**config.mk**
```make
export PLATFORM = sky130hd
export DESIGN_NAME = uart_tx_arbiter
export DESIGN_NICKNAME = d
export VERILOG_FILES = /design/src/rtl/uart_pkg.sv /design/src/rtl/uart_tx_arbiter_rr_picker.sv /design/src/rtl/uart_tx_arbiter.sv
export SDC_FILE = /design/constraint.sdc
export NUM_CORES = 1
export LEC_CHECK = 0
export ABC_AREA = 0
export CORE_MARGIN = 8
export CORE_UTILIZATION = 35
export CTS_CLUSTER_SIZE = 25
export DETAILED_ROUTE_END_ITERATION = 6
export HOLD_SLACK_MARGIN = 0.15
export SLEW_MARGIN = 20
export SYNTH_ARGS = -nofsm -noshare
export SYNTH_HDL_FRONTEND = slang
export SYNTH_SLANG_ARGS = --single-unit
```
**constraint.sdc**
```tcl
create_clock -name clk -period 8.72 [get_ports clk]
set_clock_uncertainty 0.05 [all_clocks]
set_input_delay 1.744 -clock clk [delete_from_list [all_inputs] [get_ports clk]]
set_output_delay 1.744 -clock clk [all_outputs]
set_load 0.01 [all_outputs]
```
**src/rtl/uart_pkg.sv**
```systemverilog
// Shared UART definitions: arbiter state encoding and the system clock/baud
// constants also used by the uart_tx/uart_rx instances.
package uart_pkg;

  typedef enum logic [1:0] {
    ARB_IDLE    = 2'd0,
    ARB_START   = 2'd1,
    ARB_WAIT_HI = 2'd2,
    ARB_WAIT_LO = 2'd3
  } uart_arb_state_t;

  localparam int UART_CLK_HZ = 25000000;
  localparam int UART_BAUD   = 115200;

  // Clock cycles per UART bit, rounded down.
  function automatic int uart_clks_per_bit(input int clk_hz, input int baud);
    return clk_hz / baud;
  endfunction

endpackage

```
**src/rtl/uart_tx_arbiter_rr_picker.sv**
```systemverilog
// Combinational round-robin picker: searches req starting one past ptr,
// wrapping modulo NUM_REQ, and returns a one-hot grant plus its index.
module rr_picker #(
  parameter int NUM_REQ = 4,
  parameter int IDX_W   = $clog2(NUM_REQ)
) (
  input  logic [NUM_REQ-1:0] req,
  input  logic [IDX_W-1:0]   ptr,
  output logic [NUM_REQ-1:0] gnt,
  output logic [IDX_W-1:0]   idx,
  output logic               any
);

  logic [IDX_W-1:0] cand;

  // First requester found after ptr (with wrap) wins; ptr itself is checked last.
  always_comb begin
    gnt  = '0;
    idx  = '0;
    any  = 1'b0;
    cand = '0;
    for (int k = 1; k <= NUM_REQ; k++) begin
      cand = IDX_W'((int'(ptr) + k) % NUM_REQ);
      if (!any && req[cand]) begin
        any       = 1'b1;
        gnt[cand] = 1'b1;
        idx       = cand;
      end else begin
        any = any;
      end
    end
  end

endmodule

```
**src/rtl/uart_tx_arbiter.sv**
```systemverilog
// Round-robin arbiter sharing one uart_tx between NUM_REQ byte sources.
// Optional feature macro: UART_ARB_LOCK_EN adds req_last and keeps a
// multi-byte message from one requester contiguous.
module uart_tx_arbiter #(
  parameter int NUM_REQ      = 4,
  parameter int DATA_W       = 8,
  parameter int BUSY_TIMEOUT = 4
) (
  input  logic                        clk,
  input  logic                        rst_n,
  input  logic [NUM_REQ-1:0]          req_valid,
  input  logic [NUM_REQ*DATA_W-1:0]   req_data,
`ifdef UART_ARB_LOCK_EN
  input  logic [NUM_REQ-1:0]          req_last,
`endif
  output logic [NUM_REQ-1:0]          req_ready,
  output logic                        tx_start,
  output logic [DATA_W-1:0]           tx_data,
  input  logic                        tx_busy,
  output logic [$clog2(NUM_REQ)-1:0]  grant_id,
  output logic                        timeout_err
);
  import uart_pkg::*;

  localparam int IDX_W = $clog2(NUM_REQ);
  localparam int CNT_W = $clog2(BUSY_TIMEOUT + 1);

  uart_arb_state_t    state, state_next;
  logic [CNT_W-1:0]   cnt;
  logic [NUM_REQ-1:0] cand_req;
  logic [NUM_REQ-1:0] pick_gnt;
  logic [IDX_W-1:0]   pick_idx;
  logic               pick_any;
  logic [DATA_W-1:0]  sel_data;
  logic               accept;
  logic               hit_timeout;

`ifdef UART_ARB_LOCK_EN
  logic               locked;
  logic [NUM_REQ-1:0] lock_mask;

  // While locked only the last accepted requester may compete.
  always_comb begin
    lock_mask           = '0;
    lock_mask[grant_id] = 1'b1;
    if (locked) begin
      cand_req = req_valid & lock_mask;
    end else begin
      cand_req = req_valid;
    end
  end

  // Lock on a non-final byte, release on a final byte or a busy timeout.
  always_ff @(posedge clk or negedge rst_n) begin
    if (!rst_n) begin
      locked <= 1'b0;
    end else if (hit_timeout) begin
      locked <= 1'b0;
    end else if (accept) begin
      locked <= ~req_last[pick_idx];
    end else begin
      locked <= locked;
    end
  end
`else
  assign cand_req = req_valid;
`endif

  rr_picker #(
    .NUM_REQ (NUM_REQ),
    .IDX_W   (IDX_W)
  ) u_picker (
    .req (cand_req),
    .ptr (grant_id),
    .gnt (pick_gnt),
    .idx (pick_idx),
    .any (pick_any)
  );

  // Mux the winning requester's byte.
  always_comb begin
    sel_data = '0;
    for (int i = 0; i < NUM_REQ; i++) begin
      if (pick_gnt[i]) begin
        sel_data = req_data[i*DATA_W +: DATA_W];
      end else begin
        sel_data = sel_data;
      end
    end
  end

  // State register.
  always_ff @(posedge clk or negedge rst_n) begin
    if (!rst_n) begin
      state <= ARB_IDLE;
    end else begin
      state <= state_next;
    end
  end

  // Next state, grant and timeout detection; grants are suppressed while in reset.
  always_comb begin
    state_next  = state;
    req_ready   = '0;
    accept      = 1'b0;
    hit_timeout = 1'b0;
    case (state)
      ARB_IDLE: begin
        if (rst_n && !tx_busy && pick_any) begin
          req_ready  = pick_gnt;
          accept     = 1'b1;
          state_next = ARB_START;
        end else begin
          state_next = ARB_IDLE;
        end
      end
      ARB_START: begin
        state_next = ARB_WAIT_HI;
      end
      ARB_WAIT_HI: begin
        if (tx_busy) begin
          state_next = ARB_WAIT_LO;
        end else if (cnt == CNT_W'(BUSY_TIMEOUT - 1)) begin
          hit_timeout = 1'b1;
          state_next  = ARB_IDLE;
        end else begin
          state_next = ARB_WAIT_HI;
        end
      end
      ARB_WAIT_LO: begin
        if (!tx_busy) begin
          state_next = ARB_IDLE;
        end else begin
          state_next = ARB_WAIT_LO;
        end
      end
      default: begin
        state_next = ARB_IDLE;
      end
    endcase
  end

  // Registered transmitter interface, grant index, busy-wait counter and sticky error.
  always_ff @(posedge clk or negedge rst_n) begin
    if (!rst_n) begin
      tx_start    <= 1'b0;
      tx_data     <= '0;
      grant_id    <= IDX_W'(NUM_REQ - 1);
      cnt         <= '0;
      timeout_err <= 1'b0;
    end else begin
      tx_start <= accept;
      if (accept) begin
        tx_data  <= sel_data;
        grant_id <= pick_idx;
      end else begin
        tx_data  <= tx_data;
        grant_id <= grant_id;
      end
      if (state == ARB_START) begin
        cnt <= '0;
      end else if (state == ARB_WAIT_HI) begin
        cnt <= cnt + CNT_W'(1);
      end else begin
        cnt <= cnt;
      end
      if (hit_timeout) begin
        timeout_err <= 1'b1;
      end else begin
        timeout_err <= timeout_err;
      end
    end
  end

endmodule

```
==> run_summary.xml <==
<?xml version="1.0" encoding="UTF-8"?>
<metrics>
  <group name="setup_path">
    <metric name="ff2ff_setup_slack" unit="ns">5.32</metric>
    <metric name="cpLargestDelayFamily" unit="">simple AND/OR/NAND/NOR gates</metric>
    <metric name="worstPathMaxFanout" unit="">17</metric>
    <metric name="crit_path_end_kind" unit="">output port</metric>
    <metric name="worst-endpoint-required" unit="ns">6.93</metric>
    <metric name="crit_path_top_delay_cell" unit="">sky130_fd_sc_hd__or4_1</metric>
    <metric name="worstPathBufferInverterCount" unit="">2</metric>
    <metric name="critical_path_class" unit="">in -&gt; out</metric>
    <metric name="worstPathCellList" unit="">clkdlybuf4s50_1 &gt; mux2i_1 &gt; or3b_2 &gt; a21oi_1 &gt; or4_1 &gt; and2_1 &gt; clkdlybuf4s50_1</metric>
    <metric name="most_frequent_cell_on_the_critical_path" unit="">sky130_fd_sc_hd__clkdlybuf4s50_1</metric>
    <metric name="reg2reg_to" unit="">tx_data[1]$_DFFE_PN0P_</metric>
    <metric name="arrival" unit="ns">4.87</metric>
    <metric name="reg2reg_from" unit="">grant_id[0]$_DFFE_PN1P_</metric>
    <metric name="worstRegToRegCells" unit="">6</metric>
    <metric name="worst_setup_path_start_kind" unit="">input pin</metric>
    <metric name="cp_slowest_stage_delay" unit="ns">0.81</metric>
  </group>
  <group name="clock_tree">
    <metric name="clock_tree_from_tritoncts" unit="">yes</metric>
    <metric name="clock_sink_count" unit="">17</metric>
    <metric name="clock_insertion_delay_worst_skew" unit="ns">0.25</metric>
    <metric name="clock_path_buffers" unit="">2</metric>
    <metric name="clk_pin_slew_worst_paths" unit="ns">0.07</metric>
    <metric name="cts_post_setup_buffers_inserted" unit="">0</metric>
    <metric name="hold_buffers" unit="">0</metric>
    <metric name="gates_resized_cts_repair" unit="">0</metric>
    <metric name="clock_tree.root_cell" unit="">sky130_fd_sc_hd__clkbuf_8</metric>
    <metric name="cts_made_buffers" unit="">3</metric>
    <metric name="level_count_of_the_clock_h_tree" unit="">1</metric>
  </group>
  <group name="synthesis">
    <metric name="yosys.cell_types.count" unit="">44</metric>
    <metric name="synth_enable_flop_cells" unit="">0</metric>
    <metric name="number_of_register_bits_inferred_by_synthesis" unit="">17</metric>
    <metric name="synthesized_instance_count" unit="">219</metric>
    <metric name="yosys_warnings" unit="">0</metric>
    <metric name="post_synth_top_flop" unit="">sky130_fd_sc_hd__dfrtp_1</metric>
    <metric name="syn-mean-instance-area" unit="um2">8.17</metric>
    <metric name="syn_area" unit="mm2">0.00179</metric>
    <metric name="async_reset_ff_share" unit="%">100</metric>
    <metric name="ys_seq_area_share" unit="%">23.9</metric>
    <metric name="synth.net_count" unit="">272</metric>
  </group>
  <group name="detailed_routing">
    <metric name="post-route-drc-count" unit="">0</metric>
    <metric name="drt_via_density" unit="">5.19</metric>
    <metric name="wl_met3" unit="um">518</metric>
    <metric name="detailedRoute.firstPassIterationCount" unit="">4</metric>
    <metric name="drtIter0Drc" unit="">102</metric>
    <metric name="met2RoutedLength" unit="um">2100</metric>
    <metric name="ant_nets" unit="">0</metric>
    <metric name="drt_wl_total" unit="um">4850</metric>
    <metric name="drt-wirelength-per-cell" unit="um">14.7</metric>
    <metric name="topRoutingLayerUsed" unit="">met4</metric>
    <metric name="wl_met1" unit="um">2220</metric>
    <metric name="vias" unit="">1712</metric>
  </group>
  <group name="power">
    <metric name="power_frac_comb" unit="%">70.4</metric>
    <metric name="power.density" unit="mW/mm2">304</metric>
    <metric name="sw_frac_of_total" unit="%">48.4</metric>
    <metric name="ir_drop" unit="uV">136</metric>
    <metric name="clockPowerShare" unit="%">8.3</metric>
    <metric name="p_seq_share" unit="%">21.4</metric>
    <metric name="leakage" unit="nW">0.994</metric>
    <metric name="internal_power" unit="mW">0.374</metric>
    <metric name="switching_component_of_the_power" unit="mW">0.351</metric>
  </group>
  <group name="sta">
    <metric name="timing.final.crit_share" unit="%">76.4</metric>
    <metric name="period_needed" unit="ns">6.66</metric>
    <metric name="tightestPinTransition" unit="ns">0.815</metric>
    <metric name="maximum_frequency_from_static_timing_analysis" unit="GHz">0.150</metric>
    <metric name="slew_headroom" unit="%">44.1</metric>
    <metric name="setup-tns-final" unit="ns">0</metric>
    <metric name="timing_hold_violations_final" unit="">0</metric>
    <metric name="rsz0062_at_grt" unit="">false</metric>
    <metric name="timing.final.setup_violations" unit="">0</metric>
    <metric name="timing.final.max_slew_violations" unit="">0</metric>
  </group>
  <group name="job">
    <metric name="drv_cap" unit="">0</metric>
  </group>
  <group name="grt">
    <metric name="largest_net_degree_at_the_start_of_global_routing" unit="">20</metric>
    <metric name="total_congestion_overflow" unit="">0</metric>
    <metric name="first_global_vias" unit="">1691</metric>
    <metric name="antenna_found_initial" unit="">0</metric>
    <metric name="grt_first_pass_wirelength" unit="um">8080</metric>
    <metric name="grt_usage" unit="%">13.0</metric>
  </group>
  <group name="place">
    <metric name="gp_congestion" unit="">0.801</metric>
    <metric name="detailedPlacementHpwl" unit="um">3630</metric>
    <metric name="placed_cell_area" unit="mm2">0.00234</metric>
    <metric name="dp_cells" unit="">326</metric>
    <metric name="portBuffers" unit="">54</metric>
  </group>
  <group name="die">
    <metric name="coreArea" unit="mm2">0.00501</metric>
    <metric name="initial_utilization" unit="%">35.7</metric>
    <metric name="std_cell_rows" unit="">26</metric>
    <metric name="fp.dieH" unit="um">87.5</metric>
    <metric name="floorplan.io_pins" unit="">55</metric>
    <metric name="floorplan.die_area" unit="mm2">0.00766</metric>
    <metric name="die-width" unit="um">87.5</metric>
  </group>
  <group name="layout">
    <metric name="n_fill_cell" unit="">537</metric>
    <metric name="nNetsFinal" unit="">314</metric>
    <metric name="post_route_cells_drive_above_1_share" unit="%">6.54</metric>
    <metric name="final_design_area_no_fill" unit="mm2">0.00238</metric>
    <metric name="layout_common_cells" unit="">sky130_fd_sc_hd__clkdlybuf4s50_1 (54), sky130_fd_sc_hd__inv_1 (28), sky130_fd_sc_hd__nand2_1 (21)</metric>
    <metric name="layout-area-overhead-vs-synth" unit="%">33.1</metric>
    <metric name="antenna_fix_cells" unit="">0</metric>
    <metric name="final-instance-count-excl-fill" unit="">330</metric>
    <metric name="commonest_non_fill_non_tap_cell_in_the_layout" unit="">sky130_fd_sc_hd__clkdlybuf4s50_1</metric>
  </group>
  <group name="run_status">
    <metric name="status" unit="">complete, no violations</metric>
  </group>
  <group name="worst_hold_path">
    <metric name="hp-start" unit="">timeout_err$_DFFE_PN0P_</metric>
    <metric name="min_to" unit="">timeout_err$_DFFE_PN0P_</metric>
    <metric name="hold_depth" unit="">1</metric>
    <metric name="hold_path_class" unit="">reg -&gt; reg</metric>
  </group>
</metrics>
-- per-layer routing --
metal / up-vias / track usage (%)
li1: 873 / -
met1: 781 / 16.4
met3: 2 / 7.17
met2: 56 / 19.5
met4: 0 / 1.41
met5: - / 0
-- cell type report --
class | count | area, um2 | share of cell area (%)
Tap cell | 70 | 87.6 | 3.68
Timing Repair Buffer | 57 | 563 | 23.6
Clock buffer | 4 | 45.0 | 1.89
Sequential cell | 17 | 428 | 18.0
Multi-Input combinational cell | 154 | 1150 | 48.4
Inverter | 28 | 105 | 4.41
-- Yosys cell counts, types with 2 or more instances --
master	number	area share, %
sky130_fd_sc_hd__a221oi_1	8	3.9
sky130_fd_sc_hd__buf_2	4	1.1
sky130_fd_sc_hd__o22ai_1	3	1.0
sky130_fd_sc_hd__or3b_2	3	1.5
sky130_fd_sc_hd__or3_1	2	0.70
sky130_fd_sc_hd__mux2i_1	5	2.8
sky130_fd_sc_hd__a2111o_1	9	5.7
sky130_fd_sc_hd__nand2_1	21	4.4
sky130_fd_sc_hd__ha_1	14	9.8
sky130_fd_sc_hd__inv_1	28	5.9
sky130_fd_sc_hd__a22oi_1	2	0.84
sky130_fd_sc_hd__buf_6	3	1.9
sky130_fd_sc_hd__nand3b_1	4	1.7
sky130_fd_sc_hd__o21ai_0	8	2.2
sky130_fd_sc_hd__mux2_2	2	1.3
sky130_fd_sc_hd__a211oi_1	8	3.4
sky130_fd_sc_hd__a21oi_1	8	2.2
sky130_fd_sc_hd__mux4_2	2	2.5
sky130_fd_sc_hd__nand2b_1	4	1.4
sky130_fd_sc_hd__a21boi_0	2	0.84
sky130_fd_sc_hd__nor2_1	11	2.3
sky130_fd_sc_hd__o211ai_1	17	7.1
sky130_fd_sc_hd__and2_1	3	1.0
sky130_fd_sc_hd__dfstp_2	2	2.9
sky130_fd_sc_hd__o21a_1	3	1.3
sky130_fd_sc_hd__clkbuf_1	11	2.3
sky130_fd_sc_hd__dfrtp_1	15	21
-- sequential cells by signal, summed over array words and instances, names as in the netlist --
register	count
grant_id	2
cnt	3
tx_start	1
tx_data	8
state	2
timeout_err	1
-- per-stage QoR --
step                util (%)  power, mW  setup WS [ns]  hold slack [ns]
floorplan                  -      0.531           3.16            0.452
finish                  47.5      0.725           2.06            0.425
CTS                     47.5      0.733           2.03            0.435
detailed placement      46.6      0.670           2.05            0.415
global placement        46.6      0.671           2.09            0.411
global route            47.5      0.795           1.84            0.467
-- cell families (layout without fill, tap and decap cells) --
logic type | count (synthesis) | count (layout) | share of synthesized area [%]
xor+xnor | 1 | 1 | 0.490
compound gates | 74 | 74 | 31.5
buf+inv | 48 | 89 | 11.7
mux | 9 | 9 | 6.57
fa+ha+maj | 14 | 14 | 9.79
flops | 17 | 17 | 23.9
simple gates | 56 | 56 | 16.1
-- worst register-to-register path, stage by stage, from the launching register on --
cell	delay, ns
sky130_fd_sc_hd__dfstp_2	0.76
sky130_fd_sc_hd__mux2i_1	0.75
sky130_fd_sc_hd__or3b_2	0.24
sky130_fd_sc_hd__a21oi_1	0.06
sky130_fd_sc_hd__or4_1	0.81
sky130_fd_sc_hd__a2111o_1	0.51
sky130_fd_sc_hd__o211ai_1	0.16
-- worst max-delay path by stage --
stage	from	endpoint	slack (ns)	depth (start not counted)
5_1_grt	req_valid[0]	req_ready[2]	1.84	7
4_1_cts	req_valid[0]	req_ready[2]	2.03	7
2_1_floorplan	req_valid[1]	req_ready[2]	3.16	9
3_5_place_dp	req_valid[0]	req_ready[2]	2.05	7
3_3_place_gp	req_valid[1]	req_ready[2]	2.09	7
6_report	req_valid[0]	req_ready[2]	2.06	7
-- power by group through the flow --
stage	clock (mW)	sequential, mW	combinational [mW]
after floorplan	0	0.148	0.383
after global placement	0	0.157	0.514
after detailed placement	0	0.157	0.512
after CTS	0.0632	0.156	0.514
after global routing	0.0655	0.161	0.568
final	0.0599	0.155	0.510
No activity file was read; power rests on OpenSTA's default activity.
==> edit (config.mk and constraints unchanged) <==
Add a define of `UART_ARB_LOCK_EN`.
--- a/src/rtl/uart_tx_arbiter.sv
+++ b/src/rtl/uart_tx_arbiter.sv
@@ -1,6 +1,8 @@
 // Round-robin arbiter sharing one uart_tx between NUM_REQ byte sources.
 // Optional feature macro: UART_ARB_LOCK_EN adds req_last and keeps a
 // multi-byte message from one requester contiguous.
+`define UART_ARB_LOCK_EN
+
 module uart_tx_arbiter #(
   parameter int NUM_REQ      = 4,
   parameter int DATA_W       = 8,
Interface: changed (added req_last); port bits go from 55 to 59. No check against the original RTL was run, so the function may have changed too.
==> edit against the original RTL <==
Sequential cell count grew 1. Setup slack gained 0.27 ns. Sequential power grew 18%. Area after synthesis shrank 1.3%. Hold slack lost 0.0021 ns. Design area grew 2.5%. Wire length grew 9.3%. Critical path depth grew 1. Total power grew 28%. Largest cell class unchanged.
==> edit: results (changes against the original RTL) <==
DP Wirelength 4020 microns (+11%); Synth Net Count 265 (-2.6%); DR iter-0 viols 201 (+97%); sequential share of the synthesized area 0.256 (+0.0172); worst-path maximum fanout 17 (unchanged); Slew @ Worst Pin 0.618 ns (-0.197 ns); asr flop ratio synth 1.00 (unchanged); Peak VDD IR 0.000211 V (+56%); non-filler cells, final 332 (+0.61%); first-pass GRT wire length 8890 microns (+10%); share of layout cells above drive strength 1 0.0649 (-0.000499); max incr delay on CP 0.58 ns (-0.23 ns); Via density 5.46 (+5.3%); most frequent cells after synthesis 23 x nand2_1, 16 x dfrtp_1, 15 x a21oi_1, 14 x ha_1, 14 x nand3_1; Slowest-stage cell, CP a211oi_1; vias in the first global route 1796 (+6.2%); Seq. pwr 183 uW (+18%); fin nets 320 (+1.9%); switching power 458 uW (+30%); Area contributors post-synth dfrtp_1 23%, ha_1 9.9%, mux2i_1 5.1%, a211o_1 5.0%, nand2_1 4.9%; syn_area_per_cell 8.49 sq um (+4.0%); Post-DP Area 2380 sq um (+2.1%); # port buffers 58 (+7.4%); outcome finished, final reports clean; Static Leakage 0.979 nW (-1.5%); largest net degree at the start of global routing 22 (+10%); pre-CTS setup slack 2.35 ns (+0.301 ns); clock share of power 0.075 (-0.008); DR WL/cell 16.0 microns (+8.6%)
## edit: cell types whose count changed in the layout (fill, tap and decap cells not counted), sizes merged, moves of 4 or more
cell	before	now
mux2i	5	9
a211o	1	10
o211ai	18	4
o221a	0	8
clkdlybuf4s50	54	58
a21oi	8	16
o21ai	8	12
a2111o	9	1
nand3	0	14
a221oi	8	1
inv	28	10
nor3b	1	9
## edit: critical path, delay by kind of cell
kind,cells,cell delay [ns]
buf+inv,2,1.03
simple gates,1,0.21
mux,1,0.14
compound gates,4,1.46
## edit: per-layer routing
metal	GRT usage	wire, microns	vias up
met2	0.232	2380	87
met3	0.0491	461	5
met4	0.0266	34	0
li1	-	-	902
met5	0	0	-
met1	0.186	2420	819
## edit: final timing paths
check                                        start                 endpoint  slack [ns]  cells past startpoint
max                                   req_valid[1]             req_ready[1]        2.32                      8
max reg2reg                grant_id[0]$_DFFE_PN1P_   tx_data[3]$_DFFE_PN0P_        4.64                      9
min reg2reg                timeout_err$_DFFE_PN0P_  timeout_err$_DFFE_PN0P_        0.42                      1
min                        timeout_err$_DFFE_PN0P_  timeout_err$_DFFE_PN0P_        0.42                      1
max in group asynchronous                    rst_n  grant_id[1]$_DFFE_PN1P_        6.60                      2
min in group asynchronous                    rst_n       cnt[2]$_DFFE_PN0P_        1.76                      2
## edit: kinds of logic after synthesis
logic type / Yosys count / synth area share
mux: 12 / 0.0701
simple gates: 70 / 0.200
buf+inv: 20 / 0.0581
compound gates: 72 / 0.306
fa+ha+maj: 14 / 0.0992
flops: 18 / 0.256
xor+xnor: 2 / 0.00992
## edit: cell type report
cell class	instances	area, sq um
clock buffers	4	55.1
well taps	70	87.6
multi-input cells	170	1210
inverters	10	37.5
flip-flops and latches	18	453
fillers	502	2540
repair buffers	60	596
